File: src/rtl/chip8_pkg.sv
// Shared encodings and constants for the CHIP-8 memory-side blocks.
package chip8_pkg;

  localparam int ADDR_W    = 12;
  localparam int DATA_W    = 8;
  localparam int REG_IDX_W = 4;
  localparam int MEM_SIZE  = 4096;

  localparam logic [ADDR_W-1:0] FONT_BASE = 12'h000;
  localparam logic [ADDR_W-1:0] ROM_BASE  = 12'h200;

  typedef enum logic [1:0] {
    OP_FETCH = 2'b00,
    OP_LOAD  = 2'b01,
    OP_STORE = 2'b10,
    OP_RSVD  = 2'b11
  } op_e;

  typedef enum logic [1:0] {
    ST_IDLE,
    ST_RUN,
    ST_DRAIN,
    ST_DONE
  } state_e;

endpackage

File: src/rtl/chip8_mem_master.sv
// Memory initiator for CHIP-8: opcode fetch, burst LOAD into V registers and
// burst STORE from V registers against a 1-cycle registered-read byte memory.
module chip8_mem_master
  import chip8_pkg::*;
#(
  parameter int ADDR_W    = chip8_pkg::ADDR_W,
  parameter int DATA_W    = chip8_pkg::DATA_W,
  parameter int REG_IDX_W = chip8_pkg::REG_IDX_W
) (
  input  logic                 clk,
  input  logic                 rst,
  input  logic                 cmd_valid,
  output logic                 cmd_ready,
  input  logic [1:0]           cmd_op,
  input  logic [ADDR_W-1:0]    cmd_addr,
  input  logic [REG_IDX_W-1:0] cmd_len,
  output logic [ADDR_W-1:0]    mem_addr,
  output logic                 mem_write_en,
  output logic [DATA_W-1:0]    mem_wdata,
  input  logic [DATA_W-1:0]    mem_rdata,
  output logic [REG_IDX_W-1:0] reg_idx,
  output logic                 reg_we,
  output logic [DATA_W-1:0]    reg_wdata,
  input  logic [DATA_W-1:0]    reg_rdata,
  output logic [15:0]          opcode,
  output logic                 opcode_valid,
  output logic                 done
);

  state_e               state_q, state_d;
  op_e                  op_q, op_d;
  logic [REG_IDX_W-1:0] k_q, k_d;
  logic [REG_IDX_W-1:0] len_q, len_d;
  logic [ADDR_W-1:0]    mem_addr_q, mem_addr_d;
  logic                 mem_we_q, mem_we_d;
  logic [REG_IDX_W-1:0] reg_idx_q, reg_idx_d;
  logic                 reg_we_q, reg_we_d;
  logic [DATA_W-1:0]    hi_q, hi_d;
  logic [15:0]          opcode_q, opcode_d;

  always_ff @(posedge clk or posedge rst) begin
    if (rst) begin
      state_q    <= ST_IDLE;
      op_q       <= OP_FETCH;
      k_q        <= '0;
      len_q      <= '0;
      mem_addr_q <= '0;
      mem_we_q   <= 1'b0;
      reg_idx_q  <= '0;
      reg_we_q   <= 1'b0;
      hi_q       <= '0;
      opcode_q   <= '0;
    end else begin
      state_q    <= state_d;
      op_q       <= op_d;
      k_q        <= k_d;
      len_q      <= len_d;
      mem_addr_q <= mem_addr_d;
      mem_we_q   <= mem_we_d;
      reg_idx_q  <= reg_idx_d;
      reg_we_q   <= reg_we_d;
      hi_q       <= hi_d;
      opcode_q   <= opcode_d;
    end
  end

  always_comb begin
    state_d    = state_q;
    op_d       = op_q;
    k_d        = k_q;
    len_d      = len_q;
    mem_addr_d = mem_addr_q;
    mem_we_d   = 1'b0;
    reg_idx_d  = reg_idx_q;
    reg_we_d   = 1'b0;
    hi_d       = hi_q;
    opcode_d   = opcode_q;
    unique case (state_q)
      ST_IDLE: begin
        if (cmd_valid) begin
          op_d      = op_e'(cmd_op);
          k_d       = '0;
          reg_idx_d = '0;
          if (op_e'(cmd_op) == OP_RSVD) begin
            state_d = ST_DONE;
          end else begin
            // First address goes out on the accept edge so it is on the bus in cycle 1.
            state_d    = ST_RUN;
            mem_addr_d = cmd_addr;
            mem_we_d   = (op_e'(cmd_op) == OP_STORE);
            len_d      = (op_e'(cmd_op) == OP_FETCH) ? REG_IDX_W'(1) : cmd_len;
          end
        end
      end
      ST_RUN: begin
        // Read data trails its address by one cycle, so k==1 sees byte A.
        if (op_q == OP_FETCH && k_q == REG_IDX_W'(1)) hi_d = mem_rdata;
        if (op_q == OP_LOAD) begin
          reg_we_d  = 1'b1;
          reg_idx_d = k_q;
        end
        if (k_q == len_q) begin
          state_d = (op_q == OP_STORE) ? ST_DONE : ST_DRAIN;
        end else begin
          k_d        = k_q + REG_IDX_W'(1);
          mem_addr_d = mem_addr_q + ADDR_W'(1);
          if (op_q == OP_STORE) begin
            mem_we_d  = 1'b1;
            reg_idx_d = k_q + REG_IDX_W'(1);
          end
        end
      end
      ST_DRAIN: begin
        if (op_q == OP_FETCH) opcode_d = {hi_q, mem_rdata};
        state_d = ST_DONE;
      end
      ST_DONE: state_d = ST_IDLE;
      default: state_d = ST_IDLE;
    endcase
  end

  assign cmd_ready    = (state_q == ST_IDLE) && !rst;
  assign mem_addr     = mem_addr_q;
  assign mem_write_en = mem_we_q;
  assign mem_wdata    = mem_we_q ? reg_rdata : '0;
  assign reg_idx      = reg_idx_q;
  assign reg_we       = reg_we_q;
  assign reg_wdata    = reg_we_q ? mem_rdata : '0;
  assign opcode       = opcode_q;
  assign done         = (state_q == ST_DONE);
  assign opcode_valid = (state_q == ST_DONE) && (op_q == OP_FETCH);

endmodule

File: config.mk
export PLATFORM = sky130hd
export DESIGN_NAME = chip8_mem_master
export DESIGN_NICKNAME = d
export VERILOG_FILES = /design/src/rtl/chip8_pkg.sv /design/src/rtl/chip8_mem_master.sv
export SDC_FILE = /design/constraint.sdc
export NUM_CORES = 1
export LEC_CHECK = 0
export BUFFER_PORTS_ARGS = -buffer_cell sky130_fd_sc_hd__clkbuf_2
export CORE_ASPECT_RATIO = 0.5
export CORE_MARGIN = 10
export CORE_UTILIZATION = 50
export CTS_CLUSTER_DIAMETER = 80
export DETAILED_ROUTE_END_ITERATION = 16
export PLACE_DENSITY_LB_ADDON = 0.1
export SLEW_MARGIN = 20
export SYNTH_ARGS = -nofsm -noshare
export SYNTH_HDL_FRONTEND = slang
export SYNTH_SLANG_ARGS = --single-unit
File: constraint.sdc
create_clock -name clk -period 2.2 [get_ports clk]
set_clock_uncertainty 0.05 [all_clocks]
set_input_delay 0.66 -clock clk [delete_from_list [all_inputs] [get_ports clk]]
set_output_delay 0.66 -clock clk [all_outputs]
set_load 0.02 [all_outputs]
==> results.py <==
metrics = {
    "floorplan": {
        "fp.dieH_microns": 74.1,
        "io_pins": 90,
        "start_util_pct": 52.4,
        "coreArea_sq_um": 5590,
        "rows": 19,
        "fp.dieW_microns": 128,
        "die-area_sq_um": 9500,
    },
    "layout": {
        "layout-drive-gt1-share_pct": 37.1,
        "fill_cells": 500,
        "synthToLayoutAreaGrowth_pct": 25.1,
        "diodes": 0,
        "finalNetCount": 428,
    },
    "yosys": {
        "synthArstFlopShare_pct": 100,
        "yosysTopAreaCellShare_pct": 46.2,
        "synth_seq_cells": 54,
        "synth_top_cell_by_area": "dfrtp_1",
        "syn_inst": 294,
        "syn-num-nets": 338,
        "ys_seq_area_share_pct": 46.2,
        "syn_area_sq_um": 2930,
        "synth_cell_types": 47,
        "ys_warn_count": 0,
        "ys.flop_type": "dfrtp_1",
        "synth_area_per_cell_sq_um": 9.96,
        "synth_edf_count": 0,
        "synthTopCellsByArea": "dfrtp_1 46%, mux2_2 9.2%, and2_1 4.7%",
    },
    "sta": {
        "relSlewSlack_pct": 59.7,
        "setup_viol": 0,
        "fmaxAchievable_ghz": 0.479,
        "setup_ws_ns": 0.112,
        "finalCritPeriodShare_pct": 94.9,
        "drv_slew": 0,
        "fin_crit_ns": 2.09,
        "worst_pin_slew_ns": 0.600,
        "finalHoldViolCount": 0,
        "totalNegativeSetupSlack_ns": 0,
    },
    "job": {
        "drv_cap": 0,
    },
    "worst_setup_path": {
        "start_kind": "flip-flop",
        "worstSetupEndpointType": "primary output",
        "worstPathMaxFanout": 10,
        "path_delay_family": "flip-flops",
        "cp_slowest_cell": "dfrtp_1",
        "critical_path.cell_chain": "inv_1, ha_4, nor2b_1, clkbuf_2",
        "worst-path-buf-inv": 2,
        "cp.arrival_ns": 1.38,
        "worstPathRequired_ns": 1.49,
        "crit_type": "flip-flop to primary output",
        "slowest_delay_ns": 0.43,
    },
    "route": {
        "drt-pass1-iter-count": 4,
        "drt_iter0_drc": 135,
        "drc": 0,
        "drt_wl_total_microns": 7390,
        "vias_per_cell": 5.53,
        "vias": 2533,
        "postRouteAntennaNets": 0,
        "routedWlPerCell_microns": 16.1,
    },
    "pwr": {
        "p_total_mw": 5.73,
        "vdd_drop_max_uv": 956,
        "p_leak_nw": 1.74,
        "power.density_nw_per_um2": 1560,
    },
    "grt": {
        "grt_use_met3_pct": 5.89,
        "grt_max_degree": 55,
        "grt_usage_pct": 15.2,
        "grt_pass1_wl_microns": 11900,
        "grt_use_met1_pct": 17.5,
        "busiest_layer": "met2",
        "use_met2_pct": 26.4,
        "antenna_found_initial": 0,
        "grt_pass1_vias": 2517,
        "grt_overflow_total": 0,
    },
    "place": {
        "dpl.hpwl_microns": 5480,
        "gp_congestion": 0.862,
        "post-place-ws_ns": 0.231,
        "io_buffers": 89,
    },
    "worst_hold_path": {
        "hp-class": "input port to async pin",
    },
    "cts": {
        "postCtsSetupBuffers": 0,
        "clock_path_buffers": 2,
        "clk_latency_ns": 0.29,
        "cts-root-buf": "clkbuf_16",
        "cts_buffers": 5,
        "cts-resized-gates": 1,
        "cts_sinks": 54,
        "clkTransAtPathRegs_ns": 0.07,
        "h-tree-depth": 2,
        "cts_tree": "yes",
        "hold_buffers": 0,
    },
    "run_status": {
        "status": "finished, final reports clean",
    },
}
[synthesized netlist by cell type (all sizes together) (7+ instances only)]
library cell  number
a21oi             24
nand2             26
clkbuf             8
and2              22
o22ai             11
ha                 7
nand3              7
nand4              7
mux2              24
mux2i              8
o21ai             18
dfrtp             54
nor2              15
buf                8
[through the flow]
| step | std cells | cell area (sq um) | hold WS [ns] | utilization [%] |
|---|---|---|---|---|
| after floorplan | 294 | 2930 | 0.424 | - |
| after global routing | 458 | 3660 | 0.385 | 65.6 |
| final | 458 | 3660 | 0.341 | 65.6 |
| after global placement | 450 | 3470 | 0.429 | 62.2 |
| after detailed placement | 450 | 3470 | 0.440 | 62.2 |
| after CTS | 458 | 3650 | 0.366 | 65.3 |
[tightest hold or removal path: stages]
cell and delay, ns:
clkbuf_2 0.09, inv_2 0.06, buf_12 0.26
[cells in the final DEF (no fill, tap or decap), types with 2 or more instances in the layout]
cell type  instances
nor2_1            14
mux2i_1            8
ha_1               6
a22o_1             3
a32oi_1            2
nand2_1           24
inv_1              5
nand3_1            7
clkbuf_2          89
and3_1             4
o21ai_0           14
mux2_2            24
nand4_1            6
a21oi_1           24
o31a_1             2
o22ai_1           11
nor2b_1            3
o21ai_1            3
nor3_1             6
and2_1            22
dfrtp_1           54
nand2_2            2
clkbuf_16          5
o21a_1             2
buf_4              9
xnor2_1            4
nand2b_1           6
xor2_1             3
[worst paths after layout]
check / from / end / slack (ns) / cells after the start
max: state_q[0]$_DFFE_PP0P_ / cmd_ready / 0.11 / 4
min: rst / mem_addr[11]$_DFFE_PP0P_ / 0.34 / 3
max reg2reg: state_q[1]$_DFFE_PP0P_ / mem_addr[8]$_DFFE_PP0P_ / 0.17 / 8
min reg2reg: hi_q[0]$_DFFE_PP0P_ / hi_q[0]$_DFFE_PP0P_ / 0.46 / 1
max in group asynchronous: rst / opcode[2]$_DFFE_PP0P_ / 1.49 / 3
min in group clk: hi_q[0]$_DFFE_PP0P_ / hi_q[0]$_DFFE_PP0P_ / 0.46 / 1
[registers in the layout (all words and copies together) (netlist names)]
register	flops
hi_q	8
k_q	4
len_q	4
mem_addr	12
mem_write_en	1
op_q	2
opcode	16
reg_idx	4
reg_we	1
state_q	2
[cell type report]
type                            instances  area (sq um)  share of cell area (%)
Multi-Input combinational cell        217          1490                    40.5
Sequential cell                        54          1350                    36.9
Timing Repair Buffer                   99           533                    14.5
Clock buffer                            5           125                    3.42
Tap cell                               73          91.3                    2.49
Clock inverter                          3          47.5                    1.30
Inverter                                7          30.0                   0.820
[metal layers]
layer	wire, microns	part of all wire (%)
met3	619	8.4
met1	3150	43
met2	3550	48
met4	74	1.0
met5	0	0
[cells by family after synthesis]
family,count (synthesis),share of synthesized area [%]
simple gates,99,18.0
compound gates,72,15.3
flops,54,46.2
mux,32,12.0
buf+inv,23,3.55
xor+xnor,7,2.09
fa+ha+maj,7,2.99
[power by group]
group / internal [mW] / switching (mW)
clock: 0.543 / 0.363
sequential: 1.47 / 0.402
combinational: 1.24 / 1.72
Power figures use the tool's default switching activity.
